File: src/rtl/demux_stream_if.sv
// Bus bundle for demux_stream: upstream beat, shared payload, per-channel valid/ready and status.
// master drives the block's inputs (producer/consumer side); slave is the demux itself.
interface demux_stream_if #(
   parameter int unsigned WIDTH = 8,
   parameter int unsigned N     = 4,
   parameter int unsigned SELW  = 2
) ();
   logic             mode;
   logic [SELW-1:0]  sel;
   logic             in_valid;
   logic [WIDTH-1:0] in_data;
   logic             in_ready;
   logic [N-1:0]     out_valid;
   logic [WIDTH-1:0] out_data;
   logic [N-1:0]     out_ready;
   logic [SELW-1:0]  rr_ptr;
   logic [7:0]       drop_cnt;

   modport master (
      output mode, sel, in_valid, in_data, out_ready,
      input  in_ready, out_valid, out_data, rr_ptr, drop_cnt
   );

   modport slave (
      input  mode, sel, in_valid, in_data, out_ready,
      output in_ready, out_valid, out_data, rr_ptr, drop_cnt
   );
endinterface

File: src/rtl/demux_stream.sv
// One-deep stream demultiplexer: routes each accepted beat to one of N channels,
// either by sel (addressed) or by a round-robin pointer; out-of-range sel beats are counted and dropped.
module demux_stream #(
   parameter int unsigned WIDTH = 8,
   parameter int unsigned N     = 4,
   parameter int unsigned SELW  = 2
) (
   input  logic            clk,
   input  logic            rst_n,
   demux_stream_if.slave   bus
);

   localparam int unsigned DROPW = 8;

   logic [N-1:0]     out_valid_q, out_valid_d;
   logic [WIDTH-1:0] out_data_q,  out_data_d;
   logic [SELW-1:0]  rr_ptr_q,    rr_ptr_d;
   logic [DROPW-1:0] drop_cnt_q,  drop_cnt_d;

   logic             held_c;
   logic             deliver_c;
   logic             in_ready_c;
   logic             accept_c;
   logic             sel_oob_c;
   logic [SELW-1:0]  dest_c;

   // Handshake decode; only the held channel's ready can release the slot.
   always_comb begin
      held_c     = |out_valid_q;
      deliver_c  = |(out_valid_q & bus.out_ready);
      in_ready_c = !held_c || deliver_c;
      accept_c   = bus.in_valid && in_ready_c;
      dest_c     = bus.mode ? rr_ptr_q : bus.sel;
      sel_oob_c  = !bus.mode && (32'(bus.sel) >= 32'(N));
   end

   // Next-state: delivery empties the slot, a same-edge accept refills it without a bubble.
   always_comb begin
      out_valid_d = out_valid_q;
      out_data_d  = out_data_q;
      rr_ptr_d    = rr_ptr_q;
      drop_cnt_d  = drop_cnt_q;

      if (deliver_c) begin
         out_valid_d = '0;
      end

      if (accept_c) begin
         if (sel_oob_c) begin
            if (drop_cnt_q != {DROPW{1'b1}}) begin
               drop_cnt_d = drop_cnt_q + DROPW'(1);
            end
         end else begin
            out_valid_d = N'(1) << dest_c;
            out_data_d  = bus.in_data;
         end

         if (bus.mode) begin
            rr_ptr_d = (rr_ptr_q == SELW'(N - 1)) ? '0 : rr_ptr_q + SELW'(1);
         end
      end
   end

   always_ff @(posedge clk or negedge rst_n) begin
      if (!rst_n) begin
         out_valid_q <= '0;
         out_data_q  <= '0;
         rr_ptr_q    <= '0;
         drop_cnt_q  <= '0;
      end else begin
         out_valid_q <= out_valid_d;
         out_data_q  <= out_data_d;
         rr_ptr_q    <= rr_ptr_d;
         drop_cnt_q  <= drop_cnt_d;
      end
   end

   // in_ready is a combinational pass-through so a ready consumer sees full throughput.
   assign bus.in_ready  = in_ready_c;
   assign bus.out_valid = out_valid_q;
   assign bus.out_data  = out_data_q;
   assign bus.rr_ptr    = rr_ptr_q;
   assign bus.drop_cnt  = drop_cnt_q;

endmodule

File: src/flat_wrapper.sv
// flat-port wrapper written by rule: the top's interface ports become plain ports
module demux_stream_flat 
#(
   parameter int unsigned WIDTH = 8,
   parameter int unsigned N     = 4,
   parameter int unsigned SELW  = 2
)
  (clk, rst_n, bus_mode, bus_sel, bus_in_valid, bus_in_data, bus_out_ready, bus_in_ready, bus_out_valid, bus_out_data, bus_rr_ptr, bus_drop_cnt);
  demux_stream_if #(.WIDTH(WIDTH), .N(N), .SELW(SELW)) bus_i ();
  input  logic clk;
  input  logic rst_n;
  input wire logic [$bits(bus_i.mode)-1:0] bus_mode;
  input wire logic [$bits(bus_i.sel)-1:0] bus_sel;
  input wire logic [$bits(bus_i.in_valid)-1:0] bus_in_valid;
  input wire logic [$bits(bus_i.in_data)-1:0] bus_in_data;
  input wire logic [$bits(bus_i.out_ready)-1:0] bus_out_ready;
  output wire logic [$bits(bus_i.in_ready)-1:0] bus_in_ready;
  output wire logic [$bits(bus_i.out_valid)-1:0] bus_out_valid;
  output wire logic [$bits(bus_i.out_data)-1:0] bus_out_data;
  output wire logic [$bits(bus_i.rr_ptr)-1:0] bus_rr_ptr;
  output wire logic [$bits(bus_i.drop_cnt)-1:0] bus_drop_cnt;
  assign bus_i.mode = bus_mode;
  assign bus_i.sel = bus_sel;
  assign bus_i.in_valid = bus_in_valid;
  assign bus_i.in_data = bus_in_data;
  assign bus_i.out_ready = bus_out_ready;
  assign bus_in_ready = bus_i.in_ready;
  assign bus_out_valid = bus_i.out_valid;
  assign bus_out_data = bus_i.out_data;
  assign bus_rr_ptr = bus_i.rr_ptr;
  assign bus_drop_cnt = bus_i.drop_cnt;
  demux_stream #(.WIDTH(WIDTH), .N(N), .SELW(SELW)) u_core (.clk(clk), .rst_n(rst_n), .bus(bus_i));
endmodule
File: config.mk
export PLATFORM = sky130hd
export DESIGN_NAME = demux_stream_flat
export DESIGN_NICKNAME = d
export VERILOG_FILES = /design/src/rtl/demux_stream_if.sv /design/src/rtl/demux_stream.sv /design/src/flat_wrapper.sv
export SDC_FILE = /design/constraint.sdc
export NUM_CORES = 1
export LEC_CHECK = 0
export CAP_MARGIN = 30
export CORE_MARGIN = 2
export CORE_UTILIZATION = 33
export DETAILED_ROUTE_END_ITERATION = 7
export HOLD_SLACK_MARGIN = 0.05
export PLACE_DENSITY = 0.74
export RECOVER_POWER = 100
export SLEW_MARGIN = 20
export SYNTH_ARGS = -nofsm -noshare
export SYNTH_HDL_FRONTEND = slang
export SYNTH_SLANG_ARGS = --single-unit
File: constraint.sdc
create_clock -name clk -period 1.66 [get_ports clk]
set_input_delay 0.166 -clock clk [delete_from_list [all_inputs] [get_ports clk]]
set_output_delay 0.166 -clock clk [all_outputs]
set_load 0.02 [all_outputs]
==> flow_metrics.py, run 1 <==
metrics = {
    "power_and_ir_drop": {
        "power_frac_comb": 0.632,
        "switching_share": 0.385,
        "power.density_nw_per_um2": 2030,
        "p_total_mw": 2.35,
        "leakage_nw": 0.523,
        "power_switching_mw": 0.904,
        "p_seq_frac": 0.264,
        "power_frac_clock": 0.104,
        "max-vdd-ir-drop_mv": 1.16,
        "power.internal_mw": 1.44,
    },
    "setup_path": {
        "cpPeakStageDelay_ns": 0.59,
        "required_ns": 1.82,
        "worstPathArrival_ns": 1.88,
        "critPathSlowestCell": "or4_4",
        "r2r_cells": 3,
        "critPathMaxFanout": 6,
        "cp-end-kind": "flop",
        "path_cells": "or4_4, a31o_4, mux2_4",
        "path_class": "flop to flop",
        "critPathLaunchType": "flop",
    },
    "synthesis": {
        "synth_area_um2": 719,
        "yosys-top-cells-count": "dfrtp_1, buf_4, mux2_4",
        "synthArstFlopShare": 1.00,
        "yosys_warnings": 0,
        "synth_cell_types": 20,
        "synth_seq_area_share": 0.487,
        "synth_top_area_cell": "dfrtp_1",
        "synth_ff_type": "dfrtp_1",
        "ys_top_cells_by_area": "dfrtp_1, mux2_4, buf_4, mux2_2, o2bb2ai_1",
        "synth_edf_count": 0,
        "postSynthAreaPerCell_um2": 13.1,
        "yosysMostFrequentCell": "dfrtp_1",
        "syn_inst": 55,
        "yosys.area.top_type_share": 0.487,
        "ys_seq_elements": 14,
    },
    "clocking": {
        "clock_path_buffers": 2,
        "cts_buffers": 3,
        "cts_hold_buf": 0,
        "clkSinkCount": 14,
        "cts_root_buffer": "clkbuf_4",
        "clock_latency_ns": 0.27,
        "post_cts_buffers": 0,
        "cts.htree.levels": 1,
        "clk_pin_slew_worst_paths_ns": 0.09,
        "cts_tree": "yes",
    },
    "route": {
        "viasPerCell": 4.67,
        "wl_per_cell_um": 12.9,
        "drc": 0,
        "drtAntennaViolNets": 0,
        "drt_wl_total_mm": 1.62,
        "num_vias": 589,
        "drt_iter0_markers": 8,
        "dr.pass1.iters": 4,
    },
    "sta": {
        "setup_ws_ns": -0.0555,
        "hold_viol": 0,
        "timing.final.crit_share": 1.03,
        "skew_ns": 0.00610,
        "min_period_ns": 1.72,
        "setup_viol": 11,
        "worstMarginPinSlew_ns": 0.606,
        "grt_setup_unrepaired": "true",
        "timing.fmax_mhz": 583,
        "timing.slew.headroom": 0.595,
        "drv_slew": 0,
    },
    "finish": {
        "multiInputGateArea_um2": 352,
        "seqCellArea_um2": 353,
        "fillers": 167,
        "drive_gt1_frac": 0.293,
        "finalNetCount": 119,
        "num_antenna_cells": 0,
        "area_delta_synth_final_pct": 60.3,
    },
    "die": {
        "die_h_um": 50.7,
        "core_area_um2": 2000,
        "die-area_um2": 2570,
        "fp-row-count": 16,
        "io-pin-count": 41,
        "start_util": 0.359,
        "die_w_um": 50.7,
    },
    "place": {
        "io_buffers": 32,
        "place_congestion": 0.723,
        "post-place-ws_ns": -0.116,
    },
    "flow_run": {
        "cap_violations": 0,
    },
    "global_route": {
        "grt_pass1_vias": 575,
        "antenna_found_initial": 0,
        "grt_pass1_wl_mm": 2.60,
        "grt_max_degree": 15,
        "grtUsageTotal": 0.135,
        "overflow": 0,
    },
    "run_status": {
        "violations": "setup timing",
        "status": "finished with violations",
    },
    "worst_hold_path": {
        "hp-class": "input port to async pin",
    },
}
==> placed cells by master, fill, tap and decap left out <==
cell / count
and2_1: 1
inv_1: 1
or4_4: 1
a31o_4: 1
nand3_1: 1
a22oi_1: 2
o31ai_1: 1
clkbuf_4: 3
clkbuf_8: 1
mux2i_1: 2
a31o_2: 1
dfrtp_1: 12
nand2b_1: 2
o2bb2ai_1: 3
clkbuf_1: 2
buf_4: 9
nand2_1: 3
mux2_2: 2
clkdlybuf4s50_1: 18
dlygate4sd3_1: 12
ha_1: 1
mux2_4: 8
a31oi_4: 1
nor2_1: 1
dfrtp_2: 2
conb_1: 8
==> critical path: cells and delay by family, from the launching register on <==
| family | cells | cell delay (ns) |
|---|---|---|
| multiplexers | 1 | 0.31 |
| flip-flops | 1 | 0.41 |
| AND/OR/NAND/NOR | 1 | 0.59 |
| AO/OA/AOI/OAI | 1 | 0.29 |
==> flip-flops by register name, indices dropped and copies added, names as in the netlist <==
| register | count |
|---|---|
| u_core.bus.out_data | 8 |
| u_core.bus.out_valid | 4 |
| u_core.bus.rr_ptr | 2 |
==> layer usage <==
metal,vias to the layer above,GRT usage,wire [um]
li1,270,-,-
met2,34,0.239,809
met4,0,0.0405,16
met1,283,0.163,657
met5,-,0,0
met3,2,0.0298,136
==> area by class of cell <==
class,instances,share of cell area
clock buffers,4,0.0315
repair buffers,41,0.325
well taps,27,0.0293
multi-input cells,39,0.305
inverters,1,0.00325
flip-flops and latches,14,0.306
==> power by group through the flow <==
| stage | Combinational [mW] | Clock (mW) | Sequential, mW |
|---|---|---|---|
| floorplan | 0.607 | 0 | 0.854 |
| global placement | 1.46 | 0 | 0.622 |
| detailed placement | 1.47 | 0 | 0.633 |
| CTS | 1.51 | 0.248 | 0.629 |
| global route | 1.58 | 0.258 | 0.650 |
| finish | 1.48 | 0.243 | 0.620 |
==> stage by stage <==
step           utilization  TNS, ns  cells  hold WS [ns]  cell area, um2
6_report             0.576   -0.416    126         0.332            1150
5_1_grt              0.576   -0.712    126         0.381            1150
4_1_cts              0.573   -0.408    126         0.287            1150
3_5_place_dp         0.549   -0.484    121         0.491            1100
3_3_place_gp         0.549   -0.416    121         0.489            1100
2_1_floorplan            -   -0.881     62        -0.130             748
==> final timing paths <==
kind                                              start                      end  slack (ns)
worst max-delay path            u_core.bus.out_valid[1]   u_core.bus.out_data[2]       -0.06
worst min-delay path                              rst_n  u_core.bus.out_valid[1]        0.33
worst max register to register  u_core.bus.out_valid[1]   u_core.bus.out_data[2]       -0.06
worst min register to register   u_core.bus.out_data[3]   u_core.bus.out_data[3]        0.51
max in group asynchronous                         rst_n  u_core.bus.out_valid[0]        0.90
min in group clk                         bus_in_data[5]   u_core.bus.out_data[5]        0.50
==> cells by family after synthesis <==
| family | count (synthesis) | share of synthesized area |
|---|---|---|
| AO/OA/AOI/OAI | 8 | 0.101 |
| multiplexers | 12 | 0.216 |
| other | 1 | 0.00521 |
| flip-flops | 14 | 0.487 |
| adder cells (fa/ha/maj) | 1 | 0.0174 |
| buffers and inverters | 10 | 0.104 |
| AND/OR/NAND/NOR | 9 | 0.0696 |
==> what timing repair did <==
item | CTS | global route
setup endpoints to repair | 11 | 13
endpoints found under the hold margin | 0 | 0
pin swaps | 1 | 2
cloned | 1 | 0
gates resized for setup | 6 | 4
(Power assumes the default switching activity.)
==> run 2, diff against run 1 <==
--- a/config.mk
+++ b/config.mk
@@ -9,7 +9,6 @@
 export CORE_MARGIN = 2
 export CORE_UTILIZATION = 33
 export DETAILED_ROUTE_END_ITERATION = 7
-export HOLD_SLACK_MARGIN = 0.05
 export PLACE_DENSITY = 0.74
 export RECOVER_POWER = 100
 export SLEW_MARGIN = 20
==> results of run 2 <==
Same layout as run 1: the final DEF is identical, and so are final timing and power.
==> run 3, diff against run 2 <==
--- a/config.mk
+++ b/config.mk
@@ -6,6 +6,7 @@
 export NUM_CORES = 1
 export LEC_CHECK = 0
 export CAP_MARGIN = 30
+export CORE_ASPECT_RATIO = 0.75
 export CORE_MARGIN = 2
 export CORE_UTILIZATION = 33
 export DETAILED_ROUTE_END_ITERATION = 7
==> run 3 against run 2 <==
Compared with the run above: the run still ends with setup timing left; non-clock buffer count unchanged; critical path type unchanged; wire length increased by 4.1%; critical endpoint is now u_core.bus.out_data[1]; register-to-register slack hardly changed; hold slack improved by 0.011 ns; sequential cell count stayed put; via count decreased by 3.7%; clock power shrank 18%; combinational power rose by 5%; final cell count shrank 2.4%; global-route usage up 0.84 points; final area rose by 0.87%; first-iteration DRC count is 63% lower.
==> flow_metrics.py, run 3 (synthesized netlist as in run 1, its figures left out) <==
metrics = {
    "finish": {
        "layout_commonest_cell": "clkdlybuf4s50_1",
        "multiInputGateArea_um2": 373,
        "area_delta_synth_final_pct": 61.7,
        "fillers": 184,
        "num_antenna_cells": 0,
        "final_cell_mix": "clkdlybuf4s50_1, dfrtp_1, dlygate4sd3_1, mux2_4, conb_1",
        "seqCellArea_um2": 353,
        "drive_gt1_frac": 0.293,
        "finalNetCount": 119,
        "fin_area_um2": 1160,
        "largest_reg_flops": 8,
        "post-route-util": 0.573,
    },
    "sta": {
        "timing.fmax_mhz": 585,
        "hold_viol": 0,
        "timing.final.crit_share": 1.03,
        "worstMarginPinSlew_ns": 0.640,
        "timing.slew.headroom": 0.572,
        "setup_viol": 10,
        "setup_ws_ns": -0.0500,
        "skew_ns": 0.00871,
        "min_period_ns": 1.71,
        "grt_setup_unrepaired": "true",
        "drv_slew": 0,
    },
    "power_and_ir_drop": {
        "max-vdd-ir-drop_mv": 1.02,
        "p_total_mw": 2.38,
        "leakage_nw": 0.524,
        "power.density_nw_per_um2": 2050,
    },
    "route": {
        "drt_iter0_markers": 3,
        "wl_per_cell_um": 13.7,
        "drtAntennaViolNets": 0,
        "viasPerCell": 4.61,
        "dr.pass1.iters": 2,
        "drc": 0,
        "num_vias": 567,
        "drt_wl_total_mm": 1.69,
    },
    "global_route": {
        "grt_pass1_vias": 594,
        "grt_max_degree": 15,
        "overflow": 0,
        "antenna_found_initial": 0,
        "grtUsageTotal": 0.144,
        "grt_pass1_wl_mm": 2.67,
    },
    "flow_run": {
        "cap_violations": 0,
    },
    "place": {
        "io_buffers": 32,
        "place_congestion": 0.827,
        "dpl-instance-area_um2": 1090,
        "dp_hpwl_mm": 1.31,
    },
    "setup_path": {
        "cp-end-kind": "flop",
        "rr_endpoint": "u_core.bus.out_data[1]",
        "path_class": "flop to flop",
        "worstPathArrival_ns": 1.87,
        "critPathSlowestCell": "or4_4",
        "rrSetupSlack_ns": -0.05,
        "rr_startpoint": "u_core.bus.out_valid[1]",
        "r2r_cells": 3,
        "cpPeakStageDelay_ns": 0.59,
        "required_ns": 1.82,
        "critPathMaxFanout": 5,
        "critPathLaunchType": "flop",
        "path_cells": "or4_4, a31o_4, mux2_4",
    },
    "die": {
        "die-area_um2": 2570,
        "die_h_um": 44.4,
        "die_w_um": 57.9,
        "start_util": 0.354,
        "fp-row-count": 14,
        "io-pin-count": 41,
        "core_area_um2": 2030,
    },
    "clocking": {
        "cts_buffers": 3,
        "cts_hold_buf": 0,
        "clock_path_buffers": 2,
        "cts.htree.levels": 1,
        "cts_tree": "yes",
        "cts_root_buffer": "clkbuf_4",
        "clkSinkCount": 14,
        "post_cts_buffers": 0,
        "clock_latency_ns": 0.28,
        "clk_pin_slew_worst_paths_ns": 0.09,
    },
    "worst_hold_path": {
        "hp-class": "input port to async pin",
    },
    "run_status": {
        "status": "finished with violations",
        "violations": "setup timing",
    },
}
==> run 3: cell types whose count changed in the layout (fill, tap and decap cells not counted), sizes merged <==
cell and change:
clkbuf +1, buf -2, clkdlybuf4s50 +1, dlygate4sd3 -1, dlygate4sd2 +1
==> run 3: per-stage QoR <==
| stage | hold slack (ns) | setup TNS [ns] | worst slack [ns] | std cells |
|---|---|---|---|---|
| CTS | 0.287 | -0.311 | -0.0489 | 123 |
| global route | 0.386 | -0.647 | -0.0832 | 123 |
| finish | 0.343 | -0.243 | -0.0500 | 123 |
| global placement | 0.491 | -0.204 | -0.105 | 118 |
| detailed placement | 0.497 | -0.435 | -0.127 | 118 |
| floorplan | -0.130 | -0.881 | -0.128 | 62 |
==> run 3: critical path, delay by kind of cell (launching register included) <==
family / cells / cell delay [ns]
multiplexers: 1 / 0.30
flip-flops: 1 / 0.41
AND/OR/NAND/NOR: 1 / 0.59
AO/OA/AOI/OAI: 1 / 0.29
==> run 3: timing repair <==
| action | CTS | global route |
|---|---|---|
| endpoints found under the setup margin | 12 | 13 |
| cloned | 1 | 0 |
| pin swaps | 3 | 1 |
| resized for setup | 9 | 6 |
==> run 3: cell type report <==
type / instances / area share
clock buffers: 4 / 0.0226
inverters: 1 / 0.00323
multi-input cells: 39 / 0.320
flip-flops and latches: 14 / 0.303
well taps: 24 / 0.0258
repair buffers: 41 / 0.325
==> run 3: per-layer routing <==
| metal | vias to the layer above | GRT usage | part of all wire |
|---|---|---|---|
| met5 | - | 0 | 0 |
| met4 | 0 | 0.0419 | 0 |
| met3 | 0 | 0.0585 | 0.056 |
| met2 | 22 | 0.243 | 0.53 |
| met1 | 275 | 0.170 | 0.42 |
| li1 | 270 | - | - |
==> run 3: worst max-delay path by stage <==
stage	startpoint	endpoint	slack, ns
5_1_grt	u_core.bus.out_valid[1]	u_core.bus.out_data[1]	-0.08
6_report	u_core.bus.out_valid[1]	u_core.bus.out_data[1]	-0.05
2_1_floorplan	u_core.bus.out_valid[0]	u_core.bus.out_data[0]	-0.13
3_3_place_gp	u_core.bus.out_valid[0]	bus_in_ready	-0.10
3_5_place_dp	u_core.bus.out_valid[0]	bus_in_ready	-0.13
4_1_cts	u_core.bus.out_valid[1]	u_core.bus.out_data[1]	-0.05
==> run 3: power by group <==
group | internal [mW] | switching (mW) | total [mW] | leakage (nW)
registers | 0.520 | 0.103 | 0.623 | 0.167
logic | 0.829 | 0.733 | 1.56 | 0.342
clock network | 0.0931 | 0.106 | 0.199 | 0.0150
total | 1.44 | 0.942 | 2.38 | 0.524
==> patch, RTL diff (flow settings as in run 1) <==
`N` is set to 4 in 3 places; all go to 5.
--- a/src/rtl/demux_stream_if.sv
+++ b/src/rtl/demux_stream_if.sv
@@ -2,7 +2,7 @@
 // master drives the block's inputs (producer/consumer side); slave is the demux itself.
 interface demux_stream_if #(
    parameter int unsigned WIDTH = 8,
-   parameter int unsigned N     = 4,
+   parameter int unsigned N     = 5,
    parameter int unsigned SELW  = 2
 ) ();
    logic             mode;
--- a/src/rtl/demux_stream.sv
+++ b/src/rtl/demux_stream.sv
@@ -2,7 +2,7 @@
 // either by sel (addressed) or by a round-robin pointer; out-of-range sel beats are counted and dropped.
 module demux_stream #(
    parameter int unsigned WIDTH = 8,
-   parameter int unsigned N     = 4,
+   parameter int unsigned N     = 5,
    parameter int unsigned SELW  = 2
 ) (
    input  logic            clk,
--- a/src/flat_wrapper.sv
+++ b/src/flat_wrapper.sv
@@ -2,7 +2,7 @@
 module demux_stream_flat 
 #(
    parameter int unsigned WIDTH = 8,
-   parameter int unsigned N     = 4,
+   parameter int unsigned N     = 5,
    parameter int unsigned SELW  = 2
 )
   (clk, rst_n, bus_mode, bus_sel, bus_in_valid, bus_in_data, bus_out_ready, bus_in_ready, bus_out_valid, bus_out_data, bus_rr_ptr, bus_drop_cnt);
Ports: changed (resized bus_out_ready and bus_out_valid); port bits go from 41 to 43. No check against the original RTL was run, so the function may have changed too.
==> patch against run 1 <==
The run still ends with setup timing left; setup slack improved by 0.045 ns; power increased by 2.8%; critical endpoint is now bus_in_ready; first-iteration DRC count decreased by 63%; synthesized area up 1.9%; utilization decreased by 1.4 points; sequential cell count is the same; critical path depth stayed put; final area rose by 4.8%; wire length up 1.6%; synthesized cell count did not move.
==> patch: results <==
set metrics [dict create \
    leakagePower_uw 0.0005619 \
    ir_worst_vdd_v 0.001484 \
    grt_pass1_vias 573 \
    startpoint_of_the_worst_setup_timing_path "u_core.bus.out_valid[2]" \
    grtUsageMet2 0.2424 \
    met3RoutedLength_um 87 \
    signal_buffer_area_fraction 0.3592 \
    final_tns_setup_ns -0.01054 \
    setup_viol 1 \
    critical_path_s_largest_stage_delay_ns 0.45 \
    initialDrtViolationCount 3 \
    vias_per_cell 4.515 \
    avgRoutedWirePerCell_um 12.66 \
    cpMaxStageDelayCell "sky130_fd_sc_hd__dfrtp_2" \
    flops_and_latches 14 \
    grt.met1_usage 0.1654 \
    first_pass_iters 2 \
    post_synth_adder_cell_area 0.01706 \
    finalNetCount 123 \
    detailroute.wirelength.met2_um 877 \
    clk_share 0.02174 \
    syn-mean-instance-area_um2 13.33 \
    met1_length_um 680 \
    cp_data_arrival_time_ns 1.50 \
    share_of_synthesized_area_spent_on_multiplexers 0.2201 \
    num-fill-cells 209 \
    gpl.final_weighted_congestion 0.7189 \
    r2r.worst_path.cells 5 \
    nonClockInverterCount 2 \
    fin_ws_ns -0.01054 \
    worstPathMaxFanout 4 \
    run_status "finished with violations" \
    grt_pass1_wl_mm 2.608 \
    violations "setup timing" \
    slew_hr 0.5697 \
]
-- patch: cell types whose count changed after synthesis, moves of 2 or more --
cell                      change
sky130_fd_sc_hd__a22oi_1      -2
sky130_fd_sc_hd__a22o_1       +2
sky130_fd_sc_hd__nand2_1      -2
sky130_fd_sc_hd__mux2_2       -3
sky130_fd_sc_hd__mux2_4       +2
-- patch: repair_timing --
action	in CTS	in global routing
setup buffers	2	0
gates cloned	1	0
setup endpoints to repair	9	15
pin swaps	2	3
resized for setup	12	4
-- patch: stage by stage --
stage	setup slack [ns]	hold slack [ns]	util	instance area, um2
after CTS	-0.01738	0.3109	0.5545	1191
after floorplan	0.01660	-0.1296	-	764.5
final	-0.01054	0.3482	0.5626	1209
after global placement	-0.2431	0.4893	0.5195	1116
after global routing	-0.05949	0.4039	0.5626	1209
after detailed placement	-0.2537	0.4946	0.5195	1116
-- patch: power breakdown --
part	internal, uW	total [uW]	switching (uW)
Sequential	514	636	122
Clock	93.1	203	110
Combinational	892	1570	680
Total	1500	2410	912
